File: config.mk
export PLATFORM = sky130hd
export DESIGN_NAME = imm_encoder
export DESIGN_NICKNAME = d
export VERILOG_FILES = /design/src/rtl/imm_encoder.sv
export SDC_FILE = /design/constraint.sdc
export NUM_CORES = 1
export LEC_CHECK = 0
export BUFFER_PORTS_ARGS = -buffer_cell sky130_fd_sc_hd__buf_2
export CAP_MARGIN = 20
export CELL_PAD_IN_SITES_DETAIL_PLACEMENT = 1
export CELL_PAD_IN_SITES_GLOBAL_PLACEMENT = 1
export CORE_MARGIN = 2
export CORE_UTILIZATION = 25
export CTS_BUF_LIST = sky130_fd_sc_hd__clkbuf_8
export DETAILED_ROUTE_END_ITERATION = 8
export PLACE_DENSITY = 0.65
export SLEW_MARGIN = 25
export SYNTH_ARGS = -nofsm -noshare
export SYNTH_HDL_FRONTEND = slang
export SYNTH_SLANG_ARGS = --single-unit
File: constraint.sdc
create_clock -name clk -period 1.7 [get_ports clk]
set_input_delay 0.255 -clock clk [delete_from_list [all_inputs] [get_ports clk]]
set_output_delay 0.255 -clock clk [all_outputs]
set_load 0.005 [all_outputs]
File: src/rtl/imm_encoder.sv
`default_nettype none
// ============================================================================
// Module   : imm_encoder
// Purpose  : Packs an immediate plus register/opcode fields into an RV32I
//            instruction word, flagging immediates the format cannot hold.
// Revision : 1.0 - initial release
// ============================================================================
module imm_encoder #(
    parameter int CNT_W = 16
) (
    input  logic             clk,
    input  logic             rstn,
    input  logic             in_valid,
    output logic             in_ready,
    input  logic [5:0]       fmt,
    input  logic [6:0]       opcode,
    input  logic [2:0]       funct3,
    input  logic [6:0]       funct7,
    input  logic [4:0]       rd,
    input  logic [4:0]       rs1,
    input  logic [4:0]       rs2,
    input  logic [31:0]      imm,
    output logic             out_valid,
    input  logic             out_ready,
    output logic [31:0]      out_instr,
    output logic             out_err,
    output logic [CNT_W-1:0] err_cnt
);

    localparam logic [5:0] c_FMT_ISH = 6'b100000;
    localparam logic [5:0] c_FMT_I   = 6'b010000;
    localparam logic [5:0] c_FMT_S   = 6'b001000;
    localparam logic [5:0] c_FMT_B   = 6'b000100;
    localparam logic [5:0] c_FMT_U   = 6'b000010;
    localparam logic [5:0] c_FMT_J   = 6'b000001;

    logic             r_s1_valid;
    logic [31:0]      r_s1_instr;
    logic             r_s1_err;
    logic             r_out_valid;
    logic [31:0]      r_out_instr;
    logic             r_out_err;
    logic [CNT_W-1:0] r_err_cnt;

    logic [31:0]      w_instr;
    logic             w_err;
    logic             w_sx11;
    logic             w_sx12;
    logic             w_sx20;
    logic             w_out_xfer;
    logic             w_s1_adv;
    logic             w_in_xfer;

    // Upper bits must be a pure sign extension of the highest encoded bit.
    assign w_sx11 = (&imm[31:11]) | ~(|imm[31:11]);
    assign w_sx12 = (&imm[31:12]) | ~(|imm[31:12]);
    assign w_sx20 = (&imm[31:20]) | ~(|imm[31:20]);

    always_comb begin
        w_instr = 32'd0;
        w_err   = 1'b1;
        case (fmt)
            c_FMT_ISH: begin
                w_instr = {funct7, imm[4:0], rs1, funct3, rd, opcode};
                w_err   = |imm[31:5];
            end
            c_FMT_I: begin
                w_instr = {imm[11:0], rs1, funct3, rd, opcode};
                w_err   = ~w_sx11;
            end
            c_FMT_S: begin
                w_instr = {imm[11:5], rs2, rs1, funct3, imm[4:0], opcode};
                w_err   = ~w_sx11;
            end
            c_FMT_B: begin
                w_instr = {imm[12], imm[10:5], rs2, rs1, funct3, imm[4:1], imm[11], opcode};
                w_err   = imm[0] | ~w_sx12;
            end
            c_FMT_U: begin
                w_instr = {imm[31:12], rd, opcode};
                w_err   = |imm[11:0];
            end
            c_FMT_J: begin
                w_instr = {imm[20], imm[10:1], imm[11], imm[19:12], rd, opcode};
                w_err   = imm[0] | ~w_sx20;
            end
            default: begin
                w_instr = 32'd0;
                w_err   = 1'b1;
            end
        endcase
    end

    assign w_out_xfer = r_out_valid & out_ready;
    assign w_s1_adv   = r_s1_valid & (~r_out_valid | w_out_xfer);
    assign in_ready   = ~r_s1_valid | w_s1_adv;
    assign w_in_xfer  = in_valid & in_ready;

    always_ff @(posedge clk or negedge rstn) begin
        if (!rstn) begin
            r_s1_valid  <= 1'b0;
            r_s1_instr  <= 32'd0;
            r_s1_err    <= 1'b0;
            r_out_valid <= 1'b0;
            r_out_instr <= 32'd0;
            r_out_err   <= 1'b0;
            r_err_cnt   <= '0;
        end else begin
            if (w_in_xfer) begin
                r_s1_valid <= 1'b1;
                r_s1_instr <= w_instr;
                r_s1_err   <= w_err;
            end else if (w_s1_adv) begin
                r_s1_valid <= 1'b0;
            end

            if (w_s1_adv) begin
                r_out_valid <= 1'b1;
                r_out_instr <= r_s1_instr;
                r_out_err   <= r_s1_err;
            end else if (w_out_xfer) begin
                r_out_valid <= 1'b0;
            end

            if (w_out_xfer && r_out_err && (r_err_cnt != {CNT_W{1'b1}})) begin
                r_err_cnt <= r_err_cnt + 1'b1;
            end
        end
    end

    assign out_valid = r_out_valid;
    assign out_instr = r_out_instr;
    assign out_err   = r_out_err;
    assign err_cnt   = r_err_cnt;

endmodule
`default_nettype wire

==> metrics.yaml, run 1 <==
outcome:
  status: "complete, but fails checks"
  violations: "setup timing"
synthesis:
  synth_cell_types: 49
  synth_fa_ha_area_frac: 0.00313
  muxShareOfSynthArea: 0.0987
  synth_flop_cell: "dfrtp_1"
  synth_compound_area_frac: 0.127
  synth_simple_gate_area_share: 0.175
  synth_xor_area_frac: 0.0439
  synth_area_per_cell_um2: 10.7
  synth_nets: 447
  ys_ff_latch: 84
  synth_cells: 372
  synth_top_family_by_area: "simple AND/OR/NAND/NOR gates"
  netlist_area_um2: 3990
  synth.yosys.seq_area_share: 0.526
  synthArstFlopShare: 1.00
  yosysWarningCount: 0
  synth_edf_count: 0
critical_path:
  cp_cell_sequence: "ha_2 > nand2_2 > or4_4 > o21ai_4 > nor2_1 > xor2_1"
  critPathLaunchType: "flip-flop"
  worstSetupPathType: "reg -> reg"
  critPathTopFamily: "simple AND/OR/NAND/NOR gates"
  cp_slowest_stage_delay_ps: 520
  path_buf_inv: 0
  worstPathArrival_ps: 1960
  critPathSlowestCell: "or4_4"
  cp-end-kind: "flip-flop"
  cp.required_ps: 1960
  crit_fanout: 5
placed_design:
  place_hpwl_um: 10100
  numPortBuffers: 124
  place_area_um2: 5280
  gp_congestion: 0.886
power_and_ir_drop:
  ir_drop_mv: 0.368
  powerDensity_nw_per_um2: 942
  p_leak_uw: 0.00264
  p_total_uw: 5240
global_routing:
  antenna_found_initial: 0
  grt_start_max_net_pins: 34
  grt_pass1_vias: 3855
  grt_use_total: 0.153
  globalRouteOverflowTotal: 0
  grt_pass1_wl_um: 20000
timing:
  finalSetupViolCount: 2
  min_period_ps: 1710
  max_freq_ghz: 0.586
  fin_ws_ps: -5.36
  slew-limit-headroom: 0.536
  fin_setup_tns_ps: -7.93
  worst_pin_slew_ps: 694
  holdWs_ps: 119
  fin_skew_ps: 10.1
  rsz0062_at_grt: "yes"
  period_share: 1.00
  slew_viol_final: 0
  finalHoldViolations: 0
floorplanning:
  die_x_um: 130
  core_um2: 15800
  start_util: 0.253
  dieArea_um2: 17000
  dieHeight_um: 130
  io_pins: 125
  fp-row-count: 46
clock_network:
  clockBufferDepth: 2
  numCtsBuffers: 9
  clk_pin_slew_ps: 90
  cts.sink_count: 84
  clk_latency_ps: 380
  cts_root_buf: "clkbuf_8"
  cts_tree: "done"
  h-tree-depth: 3
route:
  drt_iter0_drc: 155
  vias: 3673
  wl_per_cell_um: 16.7
  firstDrtPassIters: 4
  met2_length_um: 6270
  routed_via_density: 4.80
  met3_wirelength_um: 569
  met1_length_um: 5560
  ant_nets: 0
  drc: 0
  top_layer: "met4"
  wirelength_um: 12800
run:
  drv_cap: 0
layout:
  nNetsFinal: 619
  final_cell_area_um2: 5560
  n_antenna_cell: 0
  final_util: 0.353
  drive_above_1_share: 0.441
  syn2layout_area_growth_pct: 39.3
worst_hold_path:
  hp-class: "in -> reg"
==> layout make-up <==
type,count,area [um^2]
sequential,84,2100
inverter,3,11.3
clock inverter,6,87.6
fill,1865,10200
multi-input combinational,266,1830
timing repair buffer,180,1120
clock buffer,10,138
tap,216,270
==> final timing paths <==
check / startpoint / to / slack, ps / cells past startpoint
max: err_cnt[1]$_DFFE_PN0P_ / err_cnt[15]$_DFFE_PN0P_ / -5 / 6
min: in_valid / r_s1_valid$_DFFE_PN0P_ / 120 / 2
max reg2reg: err_cnt[1]$_DFFE_PN0P_ / err_cnt[15]$_DFFE_PN0P_ / -5 / 6
min reg2reg: r_s1_instr[10]$_DFFE_PN0P_ / r_s1_instr[10]$_DFFE_PN0P_ / 480 / 2
max in group asynchronous: rstn / out_instr[22]$_DFFE_PN0P_ / 790 / 3
min in group asynchronous: rstn / err_cnt[11]$_DFFE_PN0P_ / 360 / 2
==> layer usage <==
| metal | vias up | track usage |
|---|---|---|
| li1 | 1710 | - |
| met1 | 1826 | 0.193 |
| met2 | 110 | 0.254 |
| met4 | 0 | 0.0770 |
| met3 | 27 | 0.0273 |
| met5 | - | 0 |
==> per-stage QoR <==
stage               cells  setup WS, ps
finish                765         -5.36
global route          765         -94.0
CTS                   764         -25.0
detailed placement    745          -100
global placement      745         -77.1
floorplan             372         -48.2
==> cells in the mapped netlist (all sizes together), types with 3 or more instances <==
cell | n | area share
a21oi | 10 | 0.013
a221oi | 14 | 0.031
a222oi | 4 | 0.010
a31oi | 3 | 0.0047
a32oi | 4 | 0.0088
and3 | 4 | 0.0063
and4 | 3 | 0.0066
buf | 11 | 0.016
clkbuf | 8 | 0.0075
dfrtp | 84 | 0.53
inv | 3 | 0.0028
mux2 | 35 | 0.099
nand2 | 42 | 0.039
nand2b | 4 | 0.0063
nand3 | 3 | 0.0038
nand4 | 12 | 0.019
nor2 | 42 | 0.040
nor3 | 4 | 0.0050
nor4 | 7 | 0.011
nor4b | 3 | 0.0066
o211ai | 3 | 0.0056
o21ai | 22 | 0.029
or4 | 6 | 0.012
xnor2 | 8 | 0.018
xor2 | 12 | 0.026
==> placed cells by master, fill, tap and decap left out, types with 3 or more instances in the layout <==
cell type / count
o211ai_1: 3
a32oi_1: 4
and3_1: 4
a21oi_1: 9
nor2_1: 40
nand4_1: 12
clkbuf_8: 10
nand2_1: 41
inv_1: 3
buf_2: 123
xnor2_1: 8
and4_1: 3
nor4b_1: 3
a31oi_1: 3
nand2b_1: 4
buf_12: 6
mux2_2: 34
nor4_1: 7
a221oi_1: 14
buf_4: 50
clkinvlp_4: 3
o21ai_0: 19
a222oi_1: 4
nor3_1: 4
or4_1: 4
xor2_1: 12
dfrtp_1: 84
nand3_1: 3
==> cell families (layout without fill, tap and decap cells) <==
| logic type | Yosys count | count (layout) |
|---|---|---|
| buf+inv | 22 | 199 |
| fa+ha+maj | 1 | 1 |
| compound gates | 71 | 71 |
| mux | 35 | 35 |
| simple gates | 139 | 139 |
| xor+xnor | 20 | 20 |
| flops | 84 | 84 |
==> power breakdown <==
group / internal, uW / total, uW / leakage [uW] / switching, uW
sequential: 2260 / 2400 / 0.00108 / 143
clock: 864 / 1620 / 0.000105 / 761
combinational: 628 / 1210 / 0.00145 / 586
==> flip-flops by register name (all words and copies together) (netlist names) <==
name and flops:
r_s1_err 1, r_s1_valid 1, out_valid 1, out_err 1, out_instr 32, err_cnt 16, r_s1_instr 32
==> timing repair <==
action                                 in CTS  in global routing
setup endpoints to repair                  12                  9
hold buffers                                1                  0
pin swaps                                   0                  1
gates resized for setup                     5                  1
buffers inserted                            2                  1
endpoints found under the hold margin      27                  0
No activity file was read; power rests on OpenSTA's default activity.
==> inputs of run 2 (changes only) <==
--- a/config.mk
+++ b/config.mk
@@ -18,3 +18,4 @@
 export SYNTH_ARGS = -nofsm -noshare
 export SYNTH_HDL_FRONTEND = slang
 export SYNTH_SLANG_ARGS = --single-unit
+export TNS_END_PERCENT = 10
==> run 2 against run 1 <==
  * The flow now finishes without violations
  * Worst setup slack better by 5.8 ps
  * Sequential share of layout area up 0.89 points
  * Routed wire length down 2.1%
  * Total power down 7.9%
  * Sequential power about the same
  * Global-route usage down 0.19 points
  * Critical path depth unchanged
  * Via count down 1.1%
  * Clock skew down 1.0 ps
  * Worst hold slack worse by 1.6 ps
  * Sequential cell count unchanged
  * Final cell count down 0.52%
==> metrics.yaml, run 2 (same netlist as run 1, synthesis figures left out) <==
outcome:
  status: "complete, no violations"
worst_hold_path:
  min-delay-start: "imm[5]"
  holdPathStages: 3
  holdPathEnd: "r_s1_instr[25]$_DFFE_PN0P_"
  hp-class: "in -> reg"
global_routing:
  grt_start_max_net_pins: 41
  busiest_layer: "met2"
  grt_use_met1: 0.186
  grt_pass1_vias: 3852
  grt_use_total: 0.151
  grt_pass1_wl_um: 19700
  antenna_found_initial: 0
  globalRouteOverflowTotal: 0
  use_met2: 0.257
  gr-usage-met3: 0.0318
layout:
  nNetsFinal: 613
  syn2layout_area_growth_pct: 36.1
  final_cell_mix: "buf_2, dfrtp_1, buf_4, nand2_1, nor2_1"
  drive_above_1_share: 0.432
  final_common_cell: "buf_2"
  fillerInstances: 1861
  final_cell_area_um2: 5430
  final_util: 0.345
timing:
  min_period_ps: 1700
  max_freq_ghz: 0.588
  fin_skew_ps: 9.08
  worst_pin_slew_ps: 698
  period_share: 1.00
  rsz0062_at_grt: "yes"
  finalHoldViolations: 0
  slew_viol_final: 0
  finalSetupViolCount: 0
  slew-limit-headroom: 0.534
route:
  firstDrtPassIters: 5
  wirelength_um: 12500
  vias: 3632
  ant_nets: 0
  routed_via_density: 4.77
  drc: 0
  drt_iter0_drc: 143
  wl_per_cell_um: 16.5
floorplanning:
  dieArea_um2: 17000
  die_x_um: 130
  io_pins: 125
  fp-row-count: 46
  core_um2: 15800
  dieHeight_um: 130
  start_util: 0.253
clock_network:
  numCtsBuffers: 9
  clk_pin_slew_ps: 90
  post_cts_buffers: 0
  cts_root_buf: "clkbuf_8"
  cts_tree: "done"
  clk_latency_ps: 370
  h-tree-depth: 3
  cts.sink_count: 84
  clockBufferDepth: 2
placed_design:
  numPortBuffers: 124
  gp_congestion: 0.876
  place_area_um2: 5230
  place_hpwl_um: 9680
power_and_ir_drop:
  p_total_uw: 4830
  powerDensity_nw_per_um2: 888
  ir_drop_mv: 0.348
  p_leak_uw: 0.00258
run:
  drv_cap: 0
critical_path:
  rr_worst_depth: 6
  cp.required_ps: 1960
  r2r_end: "err_cnt[15]$_DFFE_PN0P_"
  cp-end-kind: "flip-flop"
  crit_fanout: 5
  worstSetupStartpoint: "err_cnt[1]$_DFFE_PN0P_"
  r2r_slack_ps: 0.5
  worstPathArrival_ps: 1950
  critPathLaunchType: "flip-flop"
  worstSetupPathType: "reg -> reg"
  r2r-start: "err_cnt[1]$_DFFE_PN0P_"
## run 2: cell count changes in the layout (fill, tap and decap cells not counted), sizes merged
| cell | delta |
|---|---|
| buf | -6 |
| bufinv | -2 |
| clkbuf | -1 |
| clkinv | +2 |
| clkinvlp | -1 |
| diode | +3 |
| inv | +1 |
## run 2: area by class of cell
cell class / count / area (um^2) / area share
inverter: 3 / 11.3 / 0.00207
sequential: 84 / 2100 / 0.387
clock inverter: 6 / 33.8 / 0.00622
antenna: 3 / 7.51 / 0.00138
tap: 216 / 270 / 0.0497
multi-input combinational: 266 / 1820 / 0.335
timing repair buffer: 174 / 1060 / 0.196
clock buffer: 9 / 124 / 0.0228
## run 2: through the flow
stage	setup TNS [ps]	hold WS, ps	instances	setup slack (ps)
after global routing	-732	108	758	-109
after global placement	-812	241	742	-87.2
after detailed placement	-2150	241	742	-128
after CTS	-8.22	94.7	758	-6.62
after floorplan	-208	-40.6	372	-48.2
final	0	117	761	0.465
## run 2: timing repair
action | 4_1_cts | 5_1_grt
hold endpoints to repair | 29 | 0
hold buffers | 1 | 0
setup endpoints to repair | 10 | 9
gates resized for setup | 6 | 0
## run 2: how the worst max path moves through the flow
| stage | slack [ps] | endpoint |
|---|---|---|
| 3_5_place_dp | -130 | r_s1_instr[21]$_DFFE_PN0P_ |
| 3_3_place_gp | -90 | r_s1_instr[21]$_DFFE_PN0P_ |
| 5_1_grt | -110 | err_cnt[13]$_DFFE_PN0P_ |
| 6_report | 0.5 | err_cnt[15]$_DFFE_PN0P_ |
| 4_1_cts | -7 | err_cnt[15]$_DFFE_PN0P_ |
| 2_1_floorplan | -50 | err_cnt[12]$_DFFE_PN0P_ |
## run 2: critical path, cell delays in order, from the launching register on
cell and delay [ps]:
dfrtp_1 360, ha_2 190, nand2_2 80, or4_4 520, o21ai_4 210, nor2_1 90, xor2_1 140
## run 2: where the power goes
part           switching (uW)  internal, uW
sequential                140          2260
combinational             570           603
clock                     746           509
## run 2: layer usage
metal | part of all wire | vias to the layer above
met3 | 0.044 | 20
met5 | 0 | -
met1 | 0.43 | 1822
met4 | 0.019 | 0
li1 | - | 1704
met2 | 0.50 | 86
